[src/rtl/instruction_fetcher.sv]
// Fetch stage: holds the PC, issues single outstanding i-cache requests and queues fetched instructions.
// Optional JAL target prediction is enabled by defining IFETCH_JAL_PREDICT_EN.
module instruction_fetcher #(
  parameter int unsigned DEPTH    = 8,
  parameter logic [31:0] RESET_PC = 32'h0000_0000
) (
  input  logic        clk_in,
  input  logic        rst_in,
  input  logic        rdy_in,
  output logic [31:0] icache_addr,
  output logic        icache_req,
  input  logic [31:0] icache_data,
  input  logic        icache_ready,
  input  logic        icache_compressed,
  input  logic        flush_in,
  input  logic [31:0] flush_pc,
  output logic        inst_valid,
  input  logic        inst_ready,
  output logic [31:0] inst_data,
  output logic [31:0] inst_pc,
  output logic [31:0] inst_pred_pc,
  output logic        inst_compressed
);

  localparam int unsigned PTR_W = $clog2(DEPTH);
  localparam int unsigned CNT_W = PTR_W + 1;

  typedef enum logic [1:0] {
    IDLE = 2'd0,
    WAIT = 2'd1,
    DROP = 2'd2
  } state_t;

  typedef struct packed {
    logic [31:0] data;
    logic [31:0] pc;
    logic [31:0] pred;
    logic        comp;
  } entry_t;

  state_t           state;
  logic [31:0]      pc;
  entry_t           mem [DEPTH];
  logic [PTR_W-1:0] wr_ptr;
  logic [PTR_W-1:0] rd_ptr;
  logic [CNT_W-1:0] count;

  logic             full_c;
  logic             pop_c;
  logic             push_c;
  logic [CNT_W-1:0] cnt_after_c;
  logic [31:0]      pred_c;
  logic [31:0]      flush_target_c;
  entry_t           head_c;

  assign full_c         = (count == CNT_W'(DEPTH));
  assign pop_c          = inst_valid && inst_ready;
  assign push_c         = (state == WAIT) && icache_ready;
  assign cnt_after_c    = count + CNT_W'(1) - CNT_W'(pop_c);
  assign flush_target_c = flush_pc & 32'hFFFF_FFFE;

  // Queue head is presented straight from storage.
  assign head_c          = mem[rd_ptr];
  assign inst_valid      = (count != '0);
  assign inst_data       = head_c.data;
  assign inst_pc         = head_c.pc;
  assign inst_pred_pc    = head_c.pred;
  assign inst_compressed = head_c.comp;

  // Next-PC prediction for the response currently on the cache bus.
  always_comb begin
    pred_c = pc + (icache_compressed ? 32'd2 : 32'd4);
`ifdef IFETCH_JAL_PREDICT_EN
    if (!icache_compressed && (icache_data[6:0] == 7'b1101111)) begin
      pred_c = pc + {{11{icache_data[31]}}, icache_data[31], icache_data[19:12],
                     icache_data[20], icache_data[30:21], 1'b0};
    end
`endif
  end

  always_ff @(posedge clk_in or negedge rst_in) begin
    if (!rst_in) begin
      state       <= IDLE;
      pc          <= RESET_PC;
      icache_req  <= 1'b0;
      icache_addr <= RESET_PC;
      wr_ptr      <= '0;
      rd_ptr      <= '0;
      count       <= '0;
      for (int i = 0; i < int'(DEPTH); i++) begin
        mem[i] <= '0;
      end
    end else if (rdy_in) begin
      if (flush_in) begin
        // Redirect: empty the queue, retarget the PC, retire any in-flight request unused.
        pc     <= flush_target_c;
        wr_ptr <= '0;
        rd_ptr <= '0;
        count  <= '0;
        case (state)
          WAIT: begin
            if (icache_ready) begin
              state      <= IDLE;
              icache_req <= 1'b0;
            end else begin
              state <= DROP;
            end
          end
          DROP: begin
            if (icache_ready) begin
              state      <= IDLE;
              icache_req <= 1'b0;
            end
          end
          default: ;
        endcase
      end else begin
        if (pop_c) begin
          rd_ptr <= rd_ptr + PTR_W'(1);
        end
        count <= count + CNT_W'(push_c) - CNT_W'(pop_c);
        case (state)
          IDLE: begin
            if (!full_c || pop_c) begin
              state       <= WAIT;
              icache_req  <= 1'b1;
              icache_addr <= pc;
            end
          end
          WAIT: begin
            if (icache_ready) begin
              mem[wr_ptr] <= '{data: icache_data, pc: pc, pred: pred_c, comp: icache_compressed};
              wr_ptr      <= wr_ptr + PTR_W'(1);
              pc          <= pred_c;
              // Keep fetching back-to-back while the queue has room after this push.
              if (cnt_after_c < CNT_W'(DEPTH)) begin
                icache_addr <= pred_c;
              end else begin
                state      <= IDLE;
                icache_req <= 1'b0;
              end
            end
          end
          DROP: begin
            if (icache_ready) begin
              state      <= IDLE;
              icache_req <= 1'b0;
            end
          end
          default: begin
            state      <= IDLE;
            icache_req <= 1'b0;
          end
        endcase
      end
    end
  end

endmodule

[config.mk]
export PLATFORM = sky130hd
export DESIGN_NAME = instruction_fetcher
export DESIGN_NICKNAME = d
export VERILOG_FILES = /design/src/rtl/instruction_fetcher.sv
export SDC_FILE = /design/constraint.sdc
export NUM_CORES = 1
export LEC_CHECK = 0
export BUFFER_PORTS_ARGS = -buffer_cell sky130_fd_sc_hd__buf_2
export CAP_MARGIN = 15
export CORE_UTILIZATION = 55
export CTS_CLUSTER_SIZE = 16
export DETAILED_ROUTE_END_ITERATION = 6
export PLACE_DENSITY = 0.82
export SYNTH_ARGS = -nofsm -noshare
export SYNTH_HDL_FRONTEND = slang
export SYNTH_SLANG_ARGS = --single-unit
[constraint.sdc]
create_clock -name clk_in -period 3.5 [get_ports clk_in]
set_input_delay 0.875 -clock clk_in [delete_from_list [all_inputs] [get_ports clk_in]]
set_output_delay 0.875 -clock clk_in [all_outputs]
set_load 0.03 [all_outputs]
# Yosys cells after proc, flatten, opt, wreduce, memory -nomap -nowiden

Index checks and enable logic that the tools add are counted.

Flip-flop bits (word level): 853
Bits of input ports: 71

Add/subtract/negate cells: 7
Order comparisons: 4
Eq/ne operators: 11
Muxes and demuxes: 35
Bitwise operators: 3
Reduce and logical (&&, ||, !) cells: 18

Operators by type and width:

| operator            | number |
|---|---|
| $bwmux 776          | 1 |
| $bmux 97 s3         | 1 |
| $demux 97 s3        | 1 |
| $mux 97             | 3 |
| $mux 32             | 6 |
| $pmux 32 s2         | 1 |
| $add 32x3->32       | 1 |
| $mux 3              | 6 |
| $mux 2              | 6 |
| $reduce_and 5->1    | 2 |
| $ne 3x3->1 const B  | 3 |
| $ge 4x4->1 const B  | 2 |
| $not 3->4           | 2 |
| $reduce_bool 2->1   | 4 |
| $sub 4x1->4         | 2 |
| $add 3x1->3 const B | 2 |
| $mux 1              | 6 |
| $ne 2x2->1 const B  | 3 |
| $pmux 2 s3          | 1 |
| $reduce_and 6->1    | 1 |
| $add 4x1->4         | 1 |
| $add 4x1->4 const B | 1 |
| $eq 4x4->1 const B  | 1 |
| $lt 4x1->1 const B  | 1 |
| 18 further kinds    | 20 |

# Longest topological paths before layout

Word-level depth: 8
Gate-level depth with buffers: 12
Gate-level depth less buffers: 11

# Least setup slack after synthesis

Ideal clock, no wire load.

Path kind: register -> output
Start: register rd_ptr[0]
End: output port inst_pc[12]
Arrival time: 2224 ps
Data required time: 2625 ps
Path slack: 401 ps
Stages on the path, launching flop included: 6
Path buffers: 3
Cell sequence: dfrtp_1 clkbuf_1 clkbuf_1 buf_1 mux4_2 mux2_2

Cells in the longest elaborated chain, start to end: 4

RTL lines:

| element                                    | line | source |
|---|---|---|
| start, declared                            | 45   | `logic [PTR_W-1:0] rd_ptr;` |
| start signal, assigned                     | 119  | `rd_ptr <= rd_ptr + PTR_W'(1);` |
| $not 3->4 (not written as such)            | 63   | `assign head_c = mem[rd_ptr];` |
| $bmux 97 s3                                | 63   |  |
| $mux 97 (not written as such) (2 in a row) | 63   |  |
| end, declared                              | 20   | `output logic [31:0] inst_pc,` |

No other way between the ends. The select of a mux whose other input is x is not followed.

# Worst setup path in the final report

Start: register rd_ptr[0]
End: output port inst_pc[14]

Same word-level chain as after synthesis.

==> results by group <==
Cells and area
  • Share of cells above drive strength 1: 40.69%
  • Filler instances: roughly 4,800
  • Area Overhead vs Synth: 14.34%
  • Multi-input combinational cell area: 0.01618 mm²
  • Final instance area: 0.04347 mm²
  • Reg area: 0.02091 mm²
  • Nets: 3,084

Floorplanning
  • Total I/O pin count: approximately 200
  • Chip Width: 264.9 µm
  • Starting Density: 55.53%
  • Die area: between 0.07 and 0.08 mm²
  • Die Y-Extent: 264.9 µm
  • FP Rows: 96
  • Core area: 0.06847 mm²

Setup path
  • Kind of critical path: reg -> out
  • CP top delay family: multiplexers
  • CP arrival: 2.62 ns
  • Worst Setup End Kind: output port
  • Cells along the critical path: buf_12 > mux4_2 > mux2_2 > buf_2
  • Crit-path max cell delay: roughly 0.57 ns
  • Required @ worst endpoint: 2.62 ns
  • Slowest CP cell: mux4_2
  • Buffers plus inverters on the worst setup path: 2
  • Startpoint Class: flop
  • CP max FO: 42

Detailed routing
  • WL/cell: 24.92 µm
  • Residual DRC: 0
  • DRT Pass-1 Iters: 5
  • Wire length on met2: 48,700 µm
  • Routed Antenna Nets: 0
  • Met1 Wirelength: about 37,000 µm
  • DRT Wirelength: 98,520 µm
  • Vias: between 20,000 and 30,000
  • DR top layer: met5
  • DR iter-0 viols: around 2,300
  • Met3 WL: 8454 µm
  • Vias per cell: about 6.3

Synthesis
  • Post-Syn Area per Cell: 13.33 µm²
  • Prevailing post-synth register cell: dfrtp_1
  • Synthesized instance count: 2,852
  • Post-synth EDFFs: 0
  • Synthesis Warnings: 0
  • Syn Std Cell Area: approximately 0.038 mm²
  • Yosys top cell area share: a little over half
  • Register area share after synthesis: 54.96%
  • Largest area contributor in the netlist: dfrtp_1
  • Ys async rst share: 100.0%
  • Synth top cells by count: 835 x dfrtp_1, 596 x mux2_2, 219 x nand2_1, 193 x o21ai_0, 190 x mux4_2
  • Top cells by area, synth: dfrtp_1 55%, mux2_2 18%, mux4_2 11%
  • #FFs+latches synth: 835
  • Synth cell types: 61
  • Most numerous cell in the Yosys netlist: dfrtp_1

CTS
  • CTS sink count: 835
  • Clock-pin slew on the worst setup and hold paths: 0.06 ns
  • CTS tree: yes
  • CTS max path bufs: 3
  • Total CTS buffers: 83
  • H-Tree Depth: 3
  • Clock Latency Late Sink: between 0.6 and 0.7 ns
  • Clock root buffer: clkbuf_16

STA
  • Final Hold Viols: 0
  • # setup viols final: 0
  • Clock period minus worst slack: around 3.5 ns
  • Fin crit share: 99.72%
  • Clk_skew: 0.03248 ns
  • Hold Worst Slack: 0.1811 ns
  • Fin. max-slew vios: 0
  • Setup WS post-layout: 0.009895 ns
  • Measured slew at the worst slew-check pin: 0.7957 ns
  • RSZ-0062 raised after global routing: yes
  • Max Fclk: 0.2865 GHz
  • Slew HR: a little under half

GRT
  • GRT Util Overall: 28.90%
  • First-pass GRT wire length: 155,600 µm
  • Vias in the first global route: 27,420
  • Grt total ovfl: 0
  • Largest net degree at the start of global routing: 123
  • Initial antenna violation count: 14

Place
  • Port bufs: 197
  • GPL Wtd Cong: 0.8860
  • HPWL after DPL: roughly 61,000 µm
  • Post-Place Worst Slack: between 0.15 and 0.2 ns
  • Placed Area: between 0.04 and 0.05 mm²

Hold path
  • Worst min-delay path class: in -> async

Power and ir drop
  • Maximum VDD drop: 0.0006036 V
  • Pleak: 20.31 nW
  • PwrDens: 739.8 mW/mm²

Run status
  • Outcome: finished, final reports clean

Job
  • Max-cap viol count: 0
worst register-to-register path: stages (launching register included):
cell and delay, ns:
dfrtp_1 0.63, ha_1 0.32, fa_1 0.25, nand3_1 0.14, or4_1 0.53, or3_4 0.42
nor2_4 0.17, xnor2_2 0.22, a21oi_1 0.14
cell families (layout without fill, tap and decap cells):
family / after synthesis / in the layout / synth area share (%)
compound gates: 398 / 398 / 5.592
flops: 835 / 835 / 54.96
other cells: 1 / 10 / 0.009864
simple gates: 485 / 485 / 5.519
mux: 795 / 795 / 29.15
xor+xnor: 60 / 60 / 1.422
fa+ha+maj: 15 / 15 / 0.5332
buf+inv: 263 / 474 / 2.817
placed cells by master, fill, tap and decap left out, types with 30 or more instances in the layout:
master / instances
a21oi_1: 142
mux4_2: 190
dfrtp_1: 832
nand2_1: 218
nor2_1: 165
buf_4: 77
buf_12: 30
buf_2: 175
xnor2_1: 39
mux2_2: 575
clkbuf_16: 84
o21ai_0: 193
what timing repair did:
item	4_1_cts	5_1_grt
setup endpoints to repair	44	72
hold buffers	0	0
gates cloned	2	0
setup buffers	3	1
resized for setup	45	17
power breakdown:
part           switching, mW  internal (mW)  leakage, nW
Sequential              1.15           11.1         11.3
Clock                   3.78           5.35         1.40
Combinational           6.19           4.58         7.57
Total                   11.1           21.0         20.3
per-stage QoR:
step | utilization (%) | instances | power (mW) | TNS (ns)
floorplan | - | 2854 | 19.17 | 0
global placement | 58.95 | 3790 | 22.30 | 0
detailed placement | 58.95 | 3790 | 22.70 | 0
CTS | 63.42 | 3947 | 32.25 | -0.2460
global route | 63.47 | 3949 | 33.43 | -0.8310
finish | 63.49 | 3954 | 32.16 | 0
path summary, 6_finish.rpt:
check | startpoint | end | slack, ns | depth (start not counted)
min reg2reg | icache_addr[22] | icache_addr[22] | 0.48 | 2
max | rd_ptr[0] | inst_pc[14] | 0.01 | 4
max reg2reg | pc[1] | mem[129] | 0.53 | 8
min | rst_in | mem[594] | 0.18 | 1
max in group asynchronous | rst_in | mem[118] | 2.18 | 2
min in group clk_in | icache_addr[22] | icache_addr[22] | 0.48 | 2
state kept, by name, indices dropped and copies added, names as in the netlist:
| register | cells |
|---|---|
| rd_ptr | 3 |
| state | 2 |
| wr_ptr | 3 |
| pc | 31 |
| mem | 760 |
| count | 4 |
| icache_req | 1 |
| icache_addr | 31 |
layer usage:
| metal | vias to the layer above | GRT usage (%) |
|---|---|---|
| met1 | 13170 | 36.06 |
| met3 | 264 | 7.236 |
| met4 | 16 | 12.95 |
| met2 | 1048 | 47.83 |
| li1 | 10570 | - |
| met5 | - | 0 |
layout make-up:
class / count / share of cell area (%)
Tap cell: 882 / 2.539
Clock buffer: 116 / 5.549
Antenna cell: 7 / 0.04030
Sequential cell: 835 / 48.09
Inverter: 20 / 0.1727
Timing Repair Buffer: 302 / 5.437
Clock inverter: 36 / 0.9383
Multi-Input combinational cell: 1756 / 37.23
(Power assumes the default switching activity.)
